### src/rtl/mips_ctrl_pkg.sv
// Shared constants and types for the MIPS multicycle control path.
// Holds the FSM state encodings, opcode values, ALU operation classes,
// the decoded instruction class and the datapath control bundle.
package mips_ctrl_pkg;

  // FSM state encodings (also exported on the debug 'state' port)
  localparam logic [2:0] S_IDLE   = 3'd0;
  localparam logic [2:0] S_FETCH  = 3'd1;
  localparam logic [2:0] S_DECODE = 3'd2;
  localparam logic [2:0] S_EXEC   = 3'd3;
  localparam logic [2:0] S_MEM    = 3'd4;
  localparam logic [2:0] S_WB     = 3'd5;
  localparam logic [2:0] S_ERR    = 3'd6;

  // Opcodes, instr[31:26]
  localparam logic [5:0] OP_R    = 6'd0;
  localparam logic [5:0] OP_J    = 6'd2;
  localparam logic [5:0] OP_BEQ  = 6'd4;
  localparam logic [5:0] OP_ADDI = 6'd8;
  localparam logic [5:0] OP_LW   = 6'd35;
  localparam logic [5:0] OP_SW   = 6'd43;

  // ALU operation classes
  localparam logic [1:0] ALU_ADD   = 2'd0;
  localparam logic [1:0] ALU_SUB   = 2'd1;
  localparam logic [1:0] ALU_FUNCT = 2'd2;

  typedef enum logic [2:0] {
    IC_R, IC_LW, IC_SW, IC_BEQ, IC_J, IC_ADDI, IC_BAD
  } iclass_t;

  typedef struct packed {
    iclass_t cls;
    logic    legal;
  } dec_t;

  // Datapath control bundle; field order is the packed bit order (MSB first)
  typedef struct packed {
    logic pc_write;
    logic ir_write;
    logic reg_write;
    logic reg_dst;
    logic alu_src;
    logic mem_read;
    logic mem_write;
    logic mem_to_reg;
    logic jump;
    logic branch_taken;
  } ctl_t;

endpackage

### src/rtl/ctrl_decode.sv
// Combinational opcode decoder: opcode -> instruction class + legal flag.
// Shared between the multicycle FSM and the single-cycle datapath.
// Ports:
//   opcode  in   6  instr[31:26]
//   dec     out     {cls, legal}
module ctrl_decode
  import mips_ctrl_pkg::*;
#(
  parameter int EN_ADDI = 1
) (
  input  logic [5:0] opcode,
  output dec_t       dec
);

  always_comb begin
    dec.cls   = IC_BAD;
    dec.legal = 1'b1;
    case (opcode)
      OP_R:    dec.cls = IC_R;
      OP_LW:   dec.cls = IC_LW;
      OP_SW:   dec.cls = IC_SW;
      OP_BEQ:  dec.cls = IC_BEQ;
      OP_J:    dec.cls = IC_J;
      OP_ADDI: dec.cls = (EN_ADDI != 0) ? IC_ADDI : IC_BAD;
      default: dec.cls = IC_BAD;
    endcase
    if (dec.cls == IC_BAD) dec.legal = 1'b0;
  end

endmodule

### src/rtl/multicycle_control.sv
// Multicycle MIPS control FSM.
// IDLE -> FETCH -> DECODE -> EXEC -> (MEM) -> (WB) -> IDLE, with a sticky
// ERR state for illegal opcodes and memory waits that run too long.
// Ports:
//   clk, rst          clock, synchronous active-high reset
//   instr             current instruction (opcode = instr[31:26])
//   instr_valid       fetch request, looked at only in IDLE
//   mem_ready         memory completion, looked at in FETCH and MEM
//   zero              ALU zero flag, looked at in EXEC (BEQ)
//   pc_write..branch_taken, aluop   datapath controls
//   busy              high outside IDLE
//   illegal, timeout  sticky error flags
//   state             current state encoding (debug)
module multicycle_control
  import mips_ctrl_pkg::*;
#(
  parameter int ALUOP_W     = 2,
  parameter int MEM_TIMEOUT = 15,
  parameter int EN_ADDI     = 1
) (
  input  logic               clk,
  input  logic               rst,
  input  logic [31:0]        instr,
  input  logic               instr_valid,
  input  logic               mem_ready,
  input  logic               zero,
  output logic               pc_write,
  output logic               ir_write,
  output logic               reg_write,
  output logic               reg_dst,
  output logic               alu_src,
  output logic               mem_read,
  output logic               mem_write,
  output logic               mem_to_reg,
  output logic               jump,
  output logic               branch_taken,
  output logic [ALUOP_W-1:0] aluop,
  output logic               busy,
  output logic               illegal,
  output logic               timeout,
  output logic [2:0]         state
);

  // Last wait cycle index; mem_ready on this cycle still completes normally
  localparam logic [7:0] WAIT_LAST = 8'(MEM_TIMEOUT - 1);

  logic [2:0] state_q, state_d;
  logic [7:0] wait_q;
  logic [5:0] op_q;
  logic       illegal_q, timeout_q;
  logic [5:0] dec_op;
  dec_t       dec;
  logic       waiting, wait_hit;
  ctl_t       ctl, ctl_o;
  logic [1:0] aluop_raw;
  logic       unused_instr;

  assign unused_instr = ^instr[25:0];

  // In DECODE the live opcode is classified (it is latched on the same edge);
  // every later state works from the latched copy.
  assign dec_op = (state_q == S_DECODE) ? instr[31:26] : op_q;

  ctrl_decode #(.EN_ADDI(EN_ADDI)) u_dec (
    .opcode (dec_op),
    .dec    (dec)
  );

  assign waiting  = (state_q == S_FETCH) || (state_q == S_MEM);
  assign wait_hit = (wait_q == WAIT_LAST);

  always_comb begin
    state_d = state_q;
    case (state_q)
      S_IDLE:   if (instr_valid) state_d = S_FETCH;
      S_FETCH:  if (mem_ready) state_d = S_DECODE;
                else if (wait_hit) state_d = S_ERR;
      S_DECODE: state_d = dec.legal ? S_EXEC : S_ERR;
      S_EXEC: begin
        case (dec.cls)
          IC_R, IC_ADDI: state_d = S_WB;
          IC_LW, IC_SW:  state_d = S_MEM;
          default:       state_d = S_IDLE;
        endcase
      end
      S_MEM:    if (mem_ready) state_d = (dec.cls == IC_LW) ? S_WB : S_IDLE;
                else if (wait_hit) state_d = S_ERR;
      S_WB:     state_d = S_IDLE;
      S_ERR:    state_d = S_ERR;
      default:  state_d = S_IDLE;
    endcase
  end

  always_ff @(posedge clk) begin
    if (rst) begin
      state_q   <= S_IDLE;
      wait_q    <= '0;
      op_q      <= '0;
      illegal_q <= 1'b0;
      timeout_q <= 1'b0;
    end else begin
      state_q <= state_d;
      if (state_q == S_DECODE) op_q <= instr[31:26];
      // Held at zero outside the memory states, so it starts at zero on entry
      if (!waiting)        wait_q <= '0;
      else if (!mem_ready) wait_q <= wait_q + 8'd1;
      if (state_q == S_DECODE && !dec.legal) illegal_q <= 1'b1;
      if (waiting && !mem_ready && wait_hit) timeout_q <= 1'b1;
    end
  end

  // Moore decode of the state, qualified by the sampled inputs where needed
  always_comb begin
    ctl       = '0;
    aluop_raw = ALU_ADD;
    case (state_q)
      S_FETCH: begin
        ctl.mem_read = 1'b1;
        ctl.ir_write = mem_ready;
        ctl.pc_write = mem_ready;
      end
      S_EXEC: begin
        ctl.alu_src = (dec.cls == IC_LW) || (dec.cls == IC_SW) ||
                      (dec.cls == IC_ADDI);
        case (dec.cls)
          IC_R:    aluop_raw = ALU_FUNCT;
          IC_BEQ:  aluop_raw = ALU_SUB;
          default: aluop_raw = ALU_ADD;
        endcase
        if (dec.cls == IC_BEQ) begin
          ctl.branch_taken = zero;
          ctl.pc_write     = zero;
        end
        if (dec.cls == IC_J) begin
          ctl.jump     = 1'b1;
          ctl.pc_write = 1'b1;
        end
      end
      S_MEM: begin
        ctl.mem_read  = (dec.cls == IC_LW);
        ctl.mem_write = (dec.cls == IC_SW);
      end
      S_WB: begin
        ctl.reg_write  = 1'b1;
        ctl.reg_dst    = (dec.cls == IC_R);
        ctl.mem_to_reg = (dec.cls == IC_LW);
      end
      default: ctl = '0;
    endcase
  end

  // Outputs are forced quiet while rst is high so nothing toggles (or shows X
  // before the first reset edge) regardless of the register contents.
  assign ctl_o = rst ? '0 : ctl;

  assign pc_write     = ctl_o.pc_write;
  assign ir_write     = ctl_o.ir_write;
  assign reg_write    = ctl_o.reg_write;
  assign reg_dst      = ctl_o.reg_dst;
  assign alu_src      = ctl_o.alu_src;
  assign mem_read     = ctl_o.mem_read;
  assign mem_write    = ctl_o.mem_write;
  assign mem_to_reg   = ctl_o.mem_to_reg;
  assign jump         = ctl_o.jump;
  assign branch_taken = ctl_o.branch_taken;
  assign aluop        = rst ? '0 : ALUOP_W'(aluop_raw);
  assign busy         = !rst && (state_q != S_IDLE);
  assign illegal      = !rst && illegal_q;
  assign timeout      = !rst && timeout_q;
  assign state        = rst ? S_IDLE : state_q;

endmodule

### config.mk
export PLATFORM = sky130hd
export DESIGN_NAME = multicycle_control
export DESIGN_NICKNAME = d
export VERILOG_FILES = /design/src/rtl/mips_ctrl_pkg.sv /design/src/rtl/ctrl_decode.sv /design/src/rtl/multicycle_control.sv
export SDC_FILE = /design/constraint.sdc
export NUM_CORES = 1
export LEC_CHECK = 0
export CORE_ASPECT_RATIO = 1.2
export CORE_MARGIN = 3
export CORE_UTILIZATION = 38
export DETAILED_ROUTE_END_ITERATION = 16
export HOLD_SLACK_MARGIN = 0.1
export PLACE_DENSITY = 0.77
export SETUP_SLACK_MARGIN = 0.1
export SLEW_MARGIN = 15
export SYNTH_ARGS = -nofsm -noshare
export SYNTH_HDL_FRONTEND = slang
export SYNTH_HIERARCHICAL = 1
export SYNTH_SLANG_ARGS = --single-unit
### constraint.sdc
create_clock -name clk -period 3.3 [get_ports clk]
set_input_delay 0.66 -clock clk [delete_from_list [all_inputs] [get_ports clk]]
set_output_delay 0.66 -clock clk [all_outputs]
set_load 0.01 [all_outputs]
==> reports/results.tsv, run 1 <==
stage	metric	value	unit
drt	num_vias	1225	
drt	drcViolationCount	0	
die	height_of_the_die	68.67	microns
sta	final.setup.tns	-1.178	ns
cts	cts_made_buffers	3	
outcome	status	complete, but fails checks	
global_routing	initial_antenna_violation_count	0	
setup_path	cp.arrival	2.90	ns
sta	setup-violations-final	9	
sta	hold_viol	0	
power	power_per_cell_area	365.8	mW/mm^2
global_routing	gr-usage-all-layers	16.65	%
global_routing	grt_pass1_vias	1240	
sta	grt_setup_unrepaired	yes	
yosys	ys_dominant_reg_cell	dfxtp_1	
yosys	yosys.cell_count.top_type	nor2_1	
drt	wirelength	3.132	mm
sta	max_slew_margin	73.88	%
die	die_w	58.23	microns
sta	worst_slack	-0.2645	ns
setup_path	crit_path_end_kind	output pin	
global_routing	grt_pass1_wl	5.161	mm
yosys	postSynthCellCount	151	
global_routing	maximum_number_of_pins_on_one_net_before_global_route_repair	15	
sta	timing_max_transition_violations_final	0	
power	cell_internal_pwr	437.8	uW
cts	cts_num_sinks	19	
sta	min_tclk_post_route	3.564	ns
sta	clock_skew	0.006748	ns
min_path	number_of_stages_on_the_worst_hold_path	2	
job	maxCapViolations	0	
die	core_region_area	0.003110	sq mm
setup_path	worstReg2RegEnd	state_q[0]$_SDFFE_PP0P_	
setup_path	reg2reg_slack	0.40	ns
drt	route.detailed.wl_per_inst	13.38	microns
yosys	post-synth-top-area-fraction	30.58	%
setup_path	cp_cell_sequence	nor2_4, and2_4, mux2_4, or4_1, a21o_1, or3b_4, and2b_1, o21a_1, buf_2	
die	initial_core_util	39.98	%
min_path	hold_start	illegal_q$_SDFFE_PP0P_	
yosys	post_synth_num_cell_types	48	
yosys	postSynth.asyncResetShare	0	%
yosys	netlist_area_pre_place	0.001244	sq mm
die	floorplan.rows	22	
finish	layout-drive-gt1-share	30.30	%
sta	fin_crit_sh	108.0	%
yosys	yosys_register_bits	19	
yosys	yosys_top_cell_by_area	dfxtp_1	
cts	tritoncts_clock_tree	done	
cts	cts.reportedPaths.clkPinSlew	0.11	ns
placement	gp_routability_congestion	0.9463	
setup_path	critical_path.startpoint_type	register	
placement	dp_hpwl	2.306	mm
sta	maxClockFrequency	280.5	MHz
finish	area_growth	43.16	%
placement	place_inst	224	
drt	post_drt_via_cell_ratio	5.235	
cts	cts.root.buffer_cell	clkbuf_4	
min_path	min-delay-path-class	register to register	
min_path	min_to	illegal_q$_SDFFE_PP0P_	
setup_path	critical_path_buf_inv_count	1	
setup_path	critical_path_cell_count	9	
yosys	ys_top_cells_by_count	nor2_1 (22), dfxtp_1 (19), nor2b_1 (16), a21oi_1 (7), nand2_1 (7)	
power	swShare	32.78	%
power	clkPwrFrac	18.3	%
cts	cts_buffer_depth	2	
power	vdd_ir_drop_max	0.2305	mV
setup_path	critPathRequiredTime	2.64	ns
global_routing	total_congestion_overflow	0	
setup_path	rr_startpoint	state_q[2]$_SDFFE_PP0P_	
sta	timing_worst_slew_pin_value	0.3889	ns
drt	drt_pass1_iterations	4	
placement	detailed_place.area	0.001669	sq mm
setup_path	gate_family_responsible_for_the_most_delay_along_the_worst_path	simple AND/OR/NAND/NOR gates	
setup_path	timing.critical_path.slowest_stage_cell	or4_1	
sta	worst_slack_on_hold_paths	0.4924	ns
yosys	post_synth_main_area_contributors	dfxtp_1 (31%), nor2b_1 (8.0%), nor2_1 (6.6%)	
drt	detailedRoute.firstIterationViolations	18	
yosys	seq_area_frac_synth	30.58	%
finish	final_net_count	238	
setup_path	worstRegToRegCells	11	
finish	final_cell_count_no_fill	234	
power	combinationalPowerShare	44.5	%
yosys	yosys_warnings	6	
finish	diodes	0	
power	p_seq_share	37.2	%
yosys	post_synth_edffs	0	
yosys	synth.avg_cell_area	8.236	sq um
power	power.leakage	0.0007731	uW
setup_path	slowest_delay	0.55	ns
finish	stdcell_area	0.001780	sq mm
outcome	failed_checks	negative setup slack	
die	io_pins	55	
cts	clock_latency	0.30	ns
setup_path	path_class	register to output pin	
power	netSwitchingPower	213.5	uW
yosys	postSynthNetCount	190	
die	dieArea	0.003998	sq mm
setup_path	timing.critical_path.fanout_max	6	
placement	place.port_buffers	28	
cts	cts-htree-levels	1	
finish	layout.core_utilization	57.24	%
drt	detail-route-antenna-nets	0	
per-layer routing:
layer | track usage [%] | part of all wire, % | vias to the layer above
met5 | 0 | 0 | -
met4 | 7.826 | 0.99 | 0
met3 | 4.469 | 4.9 | 5
met2 | 32.77 | 55 | 27
met1 | 15.90 | 39 | 576
li1 | - | - | 617
flip-flops by register name, indices dropped and copies added, names as in the netlist:
| register | cells |
|---|---|
| wait_q | 8 |
| op_q | 6 |
| state_q | 3 |
| illegal_q | 1 |
| timeout_q | 1 |
timing repair:
action / in CTS / in global routing
pin swaps: 3 / 1
endpoints found under the hold margin: 0 / 0
setup endpoints to repair: 10 / 10
hold buffers: 0 / 0
gates resized for setup: 47 / 13
setup buffers: 6 / 0
cell type report:
cell class | instances | area, sq um
multi-input cells | 118 | 869.6
flip-flops and latches | 19 | 381.6
repair buffers | 53 | 441.7
fillers | 285 | 1330
well taps | 36 | 45.04
clock buffers | 3 | 22.52
clock inverters | 1 | 5.005
inverters | 4 | 15.01
tightest hold or removal path: cells and delay by family, from the launching register on:
family	cells	cell delay, ns
AOI/OAI and AO/OA	1	0.04
DFF	1	0.35
and+or+nand+nor	1	0.07
cells in the final DEF, fill, tap and decap left out, drive strengths merged, types with 6 or more instances in the layout:
cell type and count:
buf 33, nor2 23, dfxtp 19, nor2b 16, clkdlybuf4s50 14, nand2 7
a21oi 7, xor2 6, mux2 6
power groups by stage:
stage / Clock [uW] / Sequential [uW] / Combinational (uW)
after detailed placement: 0 / 248 / 239
after global placement: 0 / 247 / 233
after CTS: 122 / 242 / 278
after floorplan: 0 / 247 / 156
final: 119 / 243 / 290
after global routing: 134 / 243 / 310
worst max-delay path by stage:
stage                                        from       end  slack [ns]
after floorplan           state_q[2]$_SDFFE_PP0P_  mem_read       -0.02
after global placement                  instr[27]  mem_read       -0.67
after detailed placement                instr[29]  mem_read       -0.68
after CTS                 state_q[2]$_SDFFE_PP0P_  mem_read       -0.27
after global routing      state_q[2]$_SDFFE_PP0P_  mem_read       -0.38
final                     state_q[2]$_SDFFE_PP0P_  mem_read       -0.26
logic make-up (layout without fill, tap and decap cells):
family                     Yosys count  count (layout)  share of synthesized area (%)
and+or+nand+nor                     77              77                          34.91
AOI/OAI and AO/OA                   22              22                          12.27
DFF                                 19              19                          30.58
buffers and inverters               14              61                          6.740
xor gates and xnor gates             9               9                          6.338
muxes                                7               7                          6.237
adders and majority gates            3               3                          2.917
through the flow:
stage          power [uW]  setup WS (ns)
6_report            651.3        -0.2645
5_1_grt             687.3        -0.3834
4_1_cts             642.1        -0.2697
3_5_place_dp        486.8        -0.6761
3_3_place_gp        480.3        -0.6709
2_1_floorplan       402.4       -0.01755
Note: power is estimated with default switching activity, not from simulation.
==> run 2, diff against run 1 <==
CAP_MARGIN = 10   (was default)
==> results of run 2 <==
No change in the layout: final DEF, timing and power equal those of run 1.
==> run 3, diff against run 2 <==
CORE_UTILIZATION = 25   (was 38)
PLACE_DENSITY = default   (was 0.77)
clock period = 4.5 ns   (was 3.3 ns; I/O delays follow)
==> run 3 against run 2 <==
Net effect:
- the run now ends clean
- sequential power shrank 27%
- first-iteration DRC count rose to 3.7 times the previous value
- via count decreased by 6.7%
- clock-buffer cell count is the same
- cell count is 6.0% higher
- clock power is essentially flat
- sequential cell count unchanged
- setup slack gained 0.52 ns
- largest cell class unchanged
==> reports/results.tsv, run 3 (synthesized netlist as in run 1, its figures left out) <==
stage	metric	value	unit	change
sta	timing_max_transition_violations_final	0		unchanged
die	core_region_area	0.004696	sq mm	+51%
drt	detail-route-antenna-nets	0		unchanged
drt	wirelength	2.775	mm	-11%
cts	clock_latency	0.25	ns	-0.05 ns
sta	setup-violations-final	0		-9
drt	num_vias	1143		-6.7%
drt	drt_pass1_iterations	4		unchanged
global_routing	use_met1	11.38	%	-4.5 points
cts	cts_buffer_depth	2		unchanged
global_routing	maximum_number_of_pins_on_one_net_before_global_route_repair	14		-1
global_routing	initial_antenna_violation_count	0		unchanged
drt	post_drt_via_cell_ratio	4.609		-12%
die	floorplan.rows	27		+23%
sta	maxClockFrequency	235.5	MHz	
placement	gp_routability_congestion	0.7806		-18%
cts	cts-htree-levels	1		unchanged
global_routing	gr-usage-met3	2.785	%	-1.7 points
power	vdd_ir_drop_max	0.1798	mV	-22%
drt	route.detailed.wl_per_inst	11.19	microns	-16%
finish	final_net_count	230		-3.4%
cts	tritoncts_clock_tree	done		
finish	diodes	0		unchanged
setup_path	cp.arrival	3.35	ns	+0.45 ns
global_routing	total_congestion_overflow	0		unchanged
cts	cts_num_sinks	19		unchanged
placement	place_inst	244		+8.9%
setup_path	slowest_delay	0.53	ns	-0.02 ns
setup_path	critPathRequiredTime	3.60	ns	+0.96 ns
placement	place.port_buffers	28		unchanged
sta	grt_setup_unrepaired	no		
sta	fin_crit_sh	94.35	%	
sta	worst_slack_on_hold_paths	0.4654	ns	-0.02700 ns
global_routing	busiest_layer	met2		
min_path	min-delay-path-class	register to register		
power	power.leakage	0.0007331	uW	-5.2%
setup_path	crit_path_end_kind	output pin		
finish	layout-drive-gt1-share	16.84	%	-13 points
finish	n_fill_cell	516		+81%
die	die_w	70.39	microns	+21%
die	io_pins	55		unchanged
global_routing	met2_usage	18.74	%	-14 points
placement	worst_setup_slack_after_placement	-0.09925	ns	+0.5768 ns
die	height_of_the_die	83.27	microns	+21%
placement	dp_hpwl	2.169	mm	-6.0%
sta	clock_skew	0.004079	ns	-0.002669 ns
setup_path	cp_cell_sequence	clkdlybuf4s50_1, mux2_1, or4_1, a21o_1, or3b_4, and2b_1, o21a_1, dlygate4sd2_1		
sta	min_tclk_post_route	4.246	ns	
sta	final.setup.tns	0	ns	+1.178 ns
power	total_power	461.2	uW	-29%
finish	largest_reg_flops	8		unchanged
global_routing	gr-usage-all-layers	10.02	%	-6.6 points
finish	multi_input_area	785.8	sq um	-9.6%
global_routing	grt_pass1_wl	4.974	mm	-3.6%
drt	detailedRoute.firstIterationViolations	66		+48
finish	final_cell_count_no_fill	248		+6.0%
cts	cts.root.buffer_cell	clkbuf_8		
finish	sequential_cell_area	380.4	sq um	-0.33%
outcome	status	completed		
sta	worst_slack	0.2540	ns	+0.5185 ns
cts	cts_made_buffers	3		unchanged
setup_path	timing.critical_path.fanout_max	3		-3
finish	biggestRegsByFlops	wait_q x8, op_q x6, state_q x3		
die	dieArea	0.005861	sq mm	+47%
sta	timing_worst_slew_pin_value	0.3898	ns	+0.0009285 ns
setup_path	critical_path.startpoint_type	input port		
finish	mostFrequentLayoutCell	nor2_1		
cts	holdBufCountCts	0		unchanged
finish	max_flop_register	wait_q		
drt	drcViolationCount	0		unchanged
cts	cts.reportedPaths.clkPinSlew	0.07	ns	-0.04 ns
sta	hold_viol	0		unchanged
setup_path	path_class	input port to output pin		
finish	area_growth	36.72	%	
power	power_per_cell_area	271.2	mW/mm^2	-26%
sta	max_slew_margin	73.81	%	about the same
job	maxCapViolations	0		unchanged
finish	final_cell_mix	nor2_1 (22), dfxtp_1 (19), clkdlybuf4s50_1 (19), buf_4 (17), nor2b_1 (15)		
setup_path	timing.critical_path.slowest_stage_cell	or4_1		
die	initial_core_util	26.49	%	-13 points
global_routing	grt_pass1_vias	1178		-5.0%
run 3: cell count changes in the layout (fill, tap and decap cells not counted), sizes merged:
| cell | previous run | this run |
|---|---|---|
| dlygate4sd2 | 4 | 8 |
| clkdlybuf4s15 | 1 | 0 |
| buf | 33 | 17 |
| clkdlybuf4s50 | 14 | 19 |
run 3: metrics by stage:
stage	instance area [sq um]	utilization, %
2_1_floorplan	1244	-
3_3_place_gp	1655	35.25
3_5_place_dp	1655	35.25
4_1_cts	1695	36.10
5_1_grt	1700	36.21
6_report	1700	36.21
run 3: worst max-delay path: cells and delay by family:
family	cells	cell delay [ns]
muxes	1	0.34
and+or+nand+nor	3	1.13
buffers and inverters	2	0.66
AOI/OAI and AO/OA	2	0.32
run 3: area by class of cell:
type                    count  area share (%)
flip-flops and latches     19           22.37
clock inverters             1          0.2943
well taps                  58           4.268
repair buffers             45           23.55
clock buffers               3           2.428
inverters                   4          0.8830
multi-input cells         118           46.21
run 3: final timing paths:
path / startpoint / cells past startpoint / slack (ns) / end
max: instr[27] / 8 / 0.25 / mem_read
max reg2reg: state_q[2]$_SDFFE_PP0P_ / 11 / 1.52 / state_q[0]$_SDFFE_PP0P_
min: illegal_q$_SDFFE_PP0P_ / 2 / 0.47 / illegal_q$_SDFFE_PP0P_
min reg2reg: illegal_q$_SDFFE_PP0P_ / 2 / 0.47 / illegal_q$_SDFFE_PP0P_
run 3: where the power goes:
part | total, uW | leakage, uW | switching [uW] | internal (uW)
clock | 118 | 0.0000255 | 56.6 | 61.5
combinational | 166 | 0.000554 | 78.7 | 87.7
sequential | 177 | 0.000154 | 2.74 | 174
total | 461 | 0.000733 | 138 | 323
run 3: repair_timing:
item                                    4_1_cts  5_1_grt
endpoints found under the setup margin        8        3
buffers inserted                              0        0
resized for setup                            11        3
run 3: per-layer routing:
metal,up-vias,routed length (microns)
met3,0,118
met1,527,1228
met2,15,1428
met5,-,0
li1,601,-
met4,0,0
